**config.mk**
```make
export PLATFORM = sky130hd
export DESIGN_NAME = chunked_logic_unit_flat
export DESIGN_NICKNAME = d
export VERILOG_FILES = /design/src/rtl/chunked_logic_unit_pkg.sv /design/src/rtl/chunked_logic_unit_if.sv /design/src/rtl/chunked_logic_unit_slice.sv /design/src/rtl/chunked_logic_unit.sv /design/src/flat_wrapper.sv
export SDC_FILE = /design/constraint.sdc
export NUM_CORES = 1
export LEC_CHECK = 0
export CORE_UTILIZATION = 50
export CTS_CLUSTER_SIZE = 24
export DETAILED_ROUTE_END_ITERATION = 10
export PLACE_DENSITY = 0.78
export SLEW_MARGIN = 10
export SYNTH_ARGS = -nofsm -noshare
export SYNTH_HDL_FRONTEND = slang
export SYNTH_SLANG_ARGS = --single-unit
```
**constraint.sdc**
```tcl
create_clock -name clk -period 8.7 [get_ports clk]
set_clock_uncertainty 0.1 [all_clocks]
set_input_delay 2.61 -clock clk [delete_from_list [all_inputs] [get_ports clk]]
set_output_delay 2.61 -clock clk [all_outputs]
set_load 0.01 [all_outputs]
```
**src/rtl/chunked_logic_unit_pkg.sv**
```systemverilog
// ---------------------------------------------------------------------------
// logic_unit_pkg
// Shared definitions for the chunked bitwise logic unit:
//   - OP_* opcode constants (AND / OR / XOR / NOR)
//   - state_e FSM encoding (IDLE / RUN / DONE, 2 bits)
//   - idx_width(): slice-index counter width, never below one bit
// ---------------------------------------------------------------------------
package logic_unit_pkg;

  localparam logic [1:0] OP_AND = 2'b00;
  localparam logic [1:0] OP_OR  = 2'b01;
  localparam logic [1:0] OP_XOR = 2'b10;
  localparam logic [1:0] OP_NOR = 2'b11;

  typedef enum logic [1:0] {
    ST_IDLE = 2'b00,
    ST_RUN  = 2'b01,
    ST_DONE = 2'b10
  } state_e;

  // A single-slice configuration still needs a 1-bit index register.
  function automatic int idx_width(input int nchunk);
    if (nchunk > 1) begin
      return $clog2(nchunk);
    end else begin
      return 1;
    end
  endfunction

endpackage : logic_unit_pkg

```
**src/rtl/chunked_logic_unit_if.sv**
```systemverilog
// ---------------------------------------------------------------------------
// chunked_logic_unit_if
// Command / result bus of the chunked logic unit.
//   cmd_valid, cmd_ready, op, a, b  : command handshake and operands
//   res_valid, res_ready            : result handshake
//   result, zero, busy              : registered result, zero flag, activity
// Modports: master = requester (drives command, consumes result),
//           slave  = the logic unit itself.
// ---------------------------------------------------------------------------
interface chunked_logic_unit_if #(
  parameter int WIDTH = 32
) ();
  import logic_unit_pkg::*;

  logic             cmd_valid;
  logic             cmd_ready;
  logic [1:0]       op;
  logic [WIDTH-1:0] a;
  logic [WIDTH-1:0] b;
  logic             res_valid;
  logic             res_ready;
  logic [WIDTH-1:0] result;
  logic             zero;
  logic             busy;

  modport master (
    output cmd_valid, op, a, b, res_ready,
    input  cmd_ready, res_valid, result, zero, busy
  );

  modport slave (
    input  cmd_valid, op, a, b, res_ready,
    output cmd_ready, res_valid, result, zero, busy
  );

endinterface : chunked_logic_unit_if

```
**src/rtl/chunked_logic_unit_slice.sv**
```systemverilog
// ---------------------------------------------------------------------------
// logic_slice
// Combinational CHUNK-bit bitwise operator.
//   a, b : CHUNK-bit operand slices
//   op   : OP_AND / OP_OR / OP_XOR / OP_NOR
//   y    : CHUNK-bit result slice (NOR is ~(a|b) per bit)
// ---------------------------------------------------------------------------
module logic_slice
  import logic_unit_pkg::*;
#(
  parameter int CHUNK = 4
) (
  input  logic [CHUNK-1:0] a,
  input  logic [CHUNK-1:0] b,
  input  logic [1:0]       op,
  output logic [CHUNK-1:0] y
);

  // Opcode select for one slice.
  always_comb begin
    y = {CHUNK{1'b0}};
    case (op)
      OP_AND:  y = a & b;
      OP_OR:   y = a | b;
      OP_XOR:  y = a ^ b;
      OP_NOR:  y = ~(a | b);
      default: y = {CHUNK{1'b0}};
    endcase
  end

endmodule : logic_slice

```
**src/rtl/chunked_logic_unit.sv**
```systemverilog
// ---------------------------------------------------------------------------
// chunked_logic_unit
// Multi-cycle bitwise logic unit: evaluates op(a, b) CHUNK bits per clock,
// LSB slice first, over NCHUNK = WIDTH/CHUNK cycles.
//   clk   : rising-edge clock
//   rst_n : asynchronous active-low reset
//   bus   : chunked_logic_unit_if.slave (command, result, zero, busy)
// Flow: IDLE accepts a command and latches a/b/op; RUN writes one result
// slice per edge; DONE holds result/zero with res_valid until res_ready.
// ---------------------------------------------------------------------------
module chunked_logic_unit
  import logic_unit_pkg::*;
#(
  parameter int WIDTH = 32,
  parameter int CHUNK = 4
) (
  input  logic                 clk,
  input  logic                 rst_n,
  chunked_logic_unit_if.slave  bus
);

  localparam int SAFE_CHUNK = (CHUNK > 0) ? CHUNK : 1;
  localparam int NCHUNK     = WIDTH / SAFE_CHUNK;
  localparam int IDXW       = idx_width(NCHUNK);
  localparam logic [IDXW-1:0] LAST_IDX = IDXW'(NCHUNK - 1);

  generate
    if ((CHUNK <= 0) || ((WIDTH % SAFE_CHUNK) != 0) || (NCHUNK < 1)) begin : g_bad_params
      $error("chunked_logic_unit: WIDTH must be a non-zero multiple of CHUNK");
    end
  endgenerate

  state_e          state_r;
  logic [IDXW-1:0] idx_r;
  logic [WIDTH-1:0] a_r;
  logic [WIDTH-1:0] b_r;
  logic [1:0]       op_r;
  logic [WIDTH-1:0] result_r;
  logic             zero_r;
  logic             cmd_ready_r;
  logic             res_valid_r;
  logic             busy_r;

  logic [CHUNK-1:0] a_sl_s;
  logic [CHUNK-1:0] b_sl_s;
  logic [CHUNK-1:0] y_sl_s;
  logic [WIDTH-1:0] result_nxt_s;

  // Slice mux and write-back; a single-slice build bypasses the indexing.
  generate
    if (NCHUNK == 1) begin : g_single
      assign a_sl_s = a_r;
      assign b_sl_s = b_r;

      // Whole result is the single slice.
      always_comb begin
        result_nxt_s = y_sl_s;
      end
    end else begin : g_multi
      assign a_sl_s = a_r[idx_r*CHUNK +: CHUNK];
      assign b_sl_s = b_r[idx_r*CHUNK +: CHUNK];

      // Current result with the active slice replaced by the new value.
      always_comb begin
        result_nxt_s = result_r;
        result_nxt_s[idx_r*CHUNK +: CHUNK] = y_sl_s;
      end
    end
  endgenerate

  logic_slice #(
    .CHUNK (CHUNK)
  ) u_slice (
    .a  (a_sl_s),
    .b  (b_sl_s),
    .op (op_r),
    .y  (y_sl_s)
  );

  // Control FSM with slice counter, operand capture and registered outputs.
  always_ff @(posedge clk or negedge rst_n) begin
    if (!rst_n) begin
      state_r     <= ST_IDLE;
      idx_r       <= {IDXW{1'b0}};
      a_r         <= {WIDTH{1'b0}};
      b_r         <= {WIDTH{1'b0}};
      op_r        <= OP_AND;
      result_r    <= {WIDTH{1'b0}};
      zero_r      <= 1'b0;
      cmd_ready_r <= 1'b1;
      res_valid_r <= 1'b0;
      busy_r      <= 1'b0;
    end else begin
      case (state_r)
        ST_IDLE: begin
          if (bus.cmd_valid && cmd_ready_r) begin
            a_r         <= bus.a;
            b_r         <= bus.b;
            op_r        <= bus.op;
            result_r    <= {WIDTH{1'b0}};
            idx_r       <= {IDXW{1'b0}};
            state_r     <= ST_RUN;
            cmd_ready_r <= 1'b0;
            busy_r      <= 1'b1;
          end
        end
        ST_RUN: begin
          result_r <= result_nxt_s;
          if (idx_r == LAST_IDX) begin
            // zero must see the final slice, hence result_nxt_s not result_r.
            zero_r      <= (result_nxt_s == {WIDTH{1'b0}});
            idx_r       <= {IDXW{1'b0}};
            state_r     <= ST_DONE;
            res_valid_r <= 1'b1;
          end else begin
            idx_r <= idx_r + IDXW'(1);
          end
        end
        ST_DONE: begin
          if (bus.res_ready) begin
            state_r     <= ST_IDLE;
            res_valid_r <= 1'b0;
            busy_r      <= 1'b0;
            cmd_ready_r <= 1'b1;
          end
        end
        default: begin
          state_r     <= ST_IDLE;
          idx_r       <= {IDXW{1'b0}};
          cmd_ready_r <= 1'b1;
          res_valid_r <= 1'b0;
          busy_r      <= 1'b0;
        end
      endcase
    end
  end

  assign bus.cmd_ready = cmd_ready_r;
  assign bus.res_valid = res_valid_r;
  assign bus.result    = result_r;
  assign bus.zero      = zero_r;
  assign bus.busy      = busy_r;

endmodule : chunked_logic_unit

```
**src/flat_wrapper.sv**
```systemverilog
// flat-port wrapper written by rule: the top's interface ports become plain ports
module chunked_logic_unit_flat import logic_unit_pkg::*;
#(
  parameter int WIDTH = 32,
  parameter int CHUNK = 4
)
  (clk, rst_n, bus_cmd_valid, bus_op, bus_a, bus_b, bus_res_ready, bus_cmd_ready, bus_res_valid, bus_result, bus_zero, bus_busy);
  chunked_logic_unit_if #(.WIDTH(WIDTH)) bus_i ();
  input  logic clk;
  input  logic rst_n;
  input wire logic [$bits(bus_i.cmd_valid)-1:0] bus_cmd_valid;
  input wire logic [$bits(bus_i.op)-1:0] bus_op;
  input wire logic [$bits(bus_i.a)-1:0] bus_a;
  input wire logic [$bits(bus_i.b)-1:0] bus_b;
  input wire logic [$bits(bus_i.res_ready)-1:0] bus_res_ready;
  output wire logic [$bits(bus_i.cmd_ready)-1:0] bus_cmd_ready;
  output wire logic [$bits(bus_i.res_valid)-1:0] bus_res_valid;
  output wire logic [$bits(bus_i.result)-1:0] bus_result;
  output wire logic [$bits(bus_i.zero)-1:0] bus_zero;
  output wire logic [$bits(bus_i.busy)-1:0] bus_busy;
  assign bus_i.cmd_valid = bus_cmd_valid;
  assign bus_i.op = bus_op;
  assign bus_i.a = bus_a;
  assign bus_i.b = bus_b;
  assign bus_i.res_ready = bus_res_ready;
  assign bus_cmd_ready = bus_i.cmd_ready;
  assign bus_res_valid = bus_i.res_valid;
  assign bus_result = bus_i.result;
  assign bus_zero = bus_i.zero;
  assign bus_busy = bus_i.busy;
  chunked_logic_unit #(.WIDTH(WIDTH), .CHUNK(CHUNK)) u_core (.clk(clk), .rst_n(rst_n), .bus(bus_i));
endmodule
```
==> impl_metrics.py <==
metrics = {
    "placed_design": {
        "dp_hpwl_um": 8300,
        "port_buffers": 105,
        "pre_cts_slack_ps": 3820,
        "place_congestion": 0.901,
    },
    "synth": {
        "yosysTopAreaCell": "dfrtp_1",
        "ys_warn_count": 0,
        "synth_async_sr_flop_share_pct": 100,
        "syn_inst": 426,
        "synth_top_area_share_pct": 50.0,
        "ys.flop_type": "dfrtp_1",
        "synth_edf_count": 0,
        "yosysSeqAreaShare_pct": 50.5,
        "syn_nets": 511,
        "ys_seq_elements": 107,
        "synth_area_leaders": "dfrtp_1 (50%), mux2_2 (14%), mux4_2 (6.4%)",
        "yosysUniqueCellTypes": 50,
        "synth.avg_cell_area_um2": 12.4,
        "synth_area_um2": 5300,
    },
    "detailed_routing": {
        "vias": 3800,
        "maxUsedRoutingLayer": "met4",
        "via_per_inst": 5.76,
        "drt_pre_antenna_iters": 4,
        "wl_per_cell_um": 17.6,
        "wl_met2_um": 5610,
        "dr_wl_met3_um": 531,
        "m1WireLength_um": 5200,
        "antenna_left": 0,
        "initialDrtViolationCount": 178,
        "routed_wl_um": 11600,
        "drc": 0,
    },
    "sta": {
        "setup_violations": 0,
        "rsz0062_at_grt": "false",
        "setup_slack_ps": 4220,
        "drv_slew": 0,
        "hold_viol_final": 0,
        "max_freq_mhz": 223,
        "fin_crit_ps": 4480,
        "setup_tns_ps": 0,
        "maxSlewHeadroom_pct": 26.8,
        "period_share_pct": 51.5,
        "worstMarginPinSlew_ps": 1100,
    },
    "critical_path": {
        "path_max_fanout": 74,
        "worstPathRequired_ps": 8850,
        "rr_worst_depth": 11,
        "worstSetupEndpointType": "flop",
        "path_cells": "clkdlybuf4s50_1 -> nand3b_1 -> nor2_4 -> buf_4 -> a31oi_1 -> a22o_1",
        "arrival_ps": 4630,
        "cpMaxStageDelayCell": "buf_4",
        "critPathTopFamily": "buffers and inverters",
        "start_kind": "input pin",
        "slowest_delay_ps": 680,
        "critical_path.n_buffers_inverters": 2,
        "path_depth": 6,
        "worstSetupPathType": "input pin to flop",
    },
    "layout": {
        "syn_to_final_growth_pct": 24.7,
        "final_cell_mix": "dfrtp_1 (106), clkdlybuf4s50_1 (104), mux2_2 (66)",
        "nets": 606,
        "fillers": 793,
        "finish.utilization_pct": 64.1,
        "num_antenna_cells": 0,
        "final_layout_size_suffix_gt1_share_pct": 20.4,
        "layout_commonest_cell": "dfrtp_1",
    },
    "clock_network": {
        "cts_root_buf": "clkbuf_8",
        "htree_levels": 3,
        "cts-buffers-inserted": 9,
        "post_cts_buffers": 0,
        "cts_num_sinks": 107,
        "clk_pin_slew_worst_paths_ps": 90,
        "ctsResizeCount": 0,
        "clk_path_buf_depth": 2,
        "tritoncts": "done",
        "holdBufCountCts": 0,
        "clk_latency_ps": 360,
    },
    "floorplan": {
        "dieArea_um2": 11000,
        "initial_core_util_pct": 51.4,
        "fp.coreArea_um2": 10300,
        "die_h_um": 105,
        "placementRows": 37,
        "io-pin-count": 106,
        "fp.dieW_um": 105,
    },
    "grt": {
        "grt_pass1_vias": 3922,
        "grt_start_max_net_pins": 75,
        "antenna_found_initial": 0,
        "overflow": 0,
        "grt_pass1_wl_um": 19400,
        "gr-usage-all-layers_pct": 22.5,
    },
    "min_path": {
        "hold_class": "flop to flop",
        "min_path_cells": 2,
    },
    "outcome": {
        "status": "finished, final reports clean",
    },
    "job": {
        "cap_violations": 0,
    },
    "power_and_ir_drop": {
        "ir_drop_uv": 144,
        "p_per_area_nw_per_um2": 363,
        "p_leak_nw": 2.86,
    },
}
[per-stage QoR]
step | power, mW | hold slack [ps] | cell area (um2) | std cells
finish | 2.40 | 389 | 6610 | 660
floorplan | 1.73 | 372 | 5300 | 426
detailed placement | 2.13 | 379 | 6450 | 646
CTS | 2.41 | 394 | 6610 | 660
global placement | 2.09 | 361 | 6450 | 646
global route | 2.58 | 416 | 6610 | 660
[cell usage after synthesis (2+ instances only)]
master    count
xor2_1        4
a21oi_1       9
nand3_1       6
mux2_2       66
mux4_2       15
buf_2         2
clkbuf_1     17
buf_6         2
inv_1        14
ha_1         15
dfrtp_1     106
and2_1        8
nand2b_1      3
o21a_1        2
nor3_1        5
o21ai_0      11
nor2_1       22
nand2_1      28
nor4_1        4
nand3b_1      2
a31oi_1       3
a22o_1       34
nor2b_1       5
o22ai_1       5
buf_1         4
mux2i_1       8
nand4_1       3
[registers in the layout, summed over array words and instances, names as in the netlist]
register	flops
u_core.bus.res_valid	1
u_core.a_r	32
u_core.op_r	2
u_core.idx_r	3
u_core.bus.result	32
u_core.bus.busy	1
u_core.bus.zero	1
u_core.bus.cmd_ready	1
u_core.state_r	2
u_core.b_r	32
[final cells by class]
| cell class | count | area, um2 | share of cell area [%] |
|---|---|---|---|
| Clock buffer | 11 | 141 | 2.14 |
| Clock inverter | 3 | 25.0 | 0.378 |
| Tap cell | 136 | 170 | 2.57 |
| Sequential cell | 107 | 2680 | 40.5 |
| Timing Repair Buffer | 109 | 1080 | 16.3 |
| Multi-Input combinational cell | 279 | 2460 | 37.2 |
| Inverter | 15 | 56.3 | 0.851 |
[where the power goes]
| group | total, mW | switching [mW] | internal [mW] |
|---|---|---|---|
| clock | 0.273 | 0.162 | 0.111 |
| combinational | 1.25 | 0.612 | 0.636 |
| sequential | 0.882 | 0.170 | 0.712 |
| total | 2.40 | 0.944 | 1.46 |
[path summary, 6_finish.rpt]
kind | to | from | slack, ps
worst max-delay path | u_core.bus.result[21] | bus_cmd_valid | 4220
worst min-delay path | u_core.bus.cmd_ready | u_core.bus.cmd_ready | 390
worst max register to register | u_core.bus.zero | u_core.idx_r[0] | 4850
worst min register to register | u_core.bus.cmd_ready | u_core.bus.cmd_ready | 390
max in group asynchronous | u_core.idx_r[0] | rst_n | 5170
min in group asynchronous | u_core.a_r[6] | rst_n | 2110
[tightest hold or removal path, delay by kind of cell (launching register included)]
family / cells / cell delay [ps]
DFF: 1 / 390
buffers and inverters: 1 / 50
AOI/OAI and AO/OA: 1 / 50
[metal layers]
metal	global-route usage (%)	vias up
met5	0	-
met1	30.1	1886
li1	-	1751
met3	3.24	25
met2	37.3	138
met4	8.15	0
[cell families (layout without fill, tap and decap cells)]
family          after synthesis  in the layout  synth area share, %
flops                       107            107                 50.5
simple gates                 95             95                 9.16
mux                          90             90                 22.4
compound gates               75             75                 10.6
buf+inv                      40            138                 3.16
fa+ha+maj                    15             15                 3.54
xor+xnor                      4              4                0.661
Power figures use the tool's default switching activity.
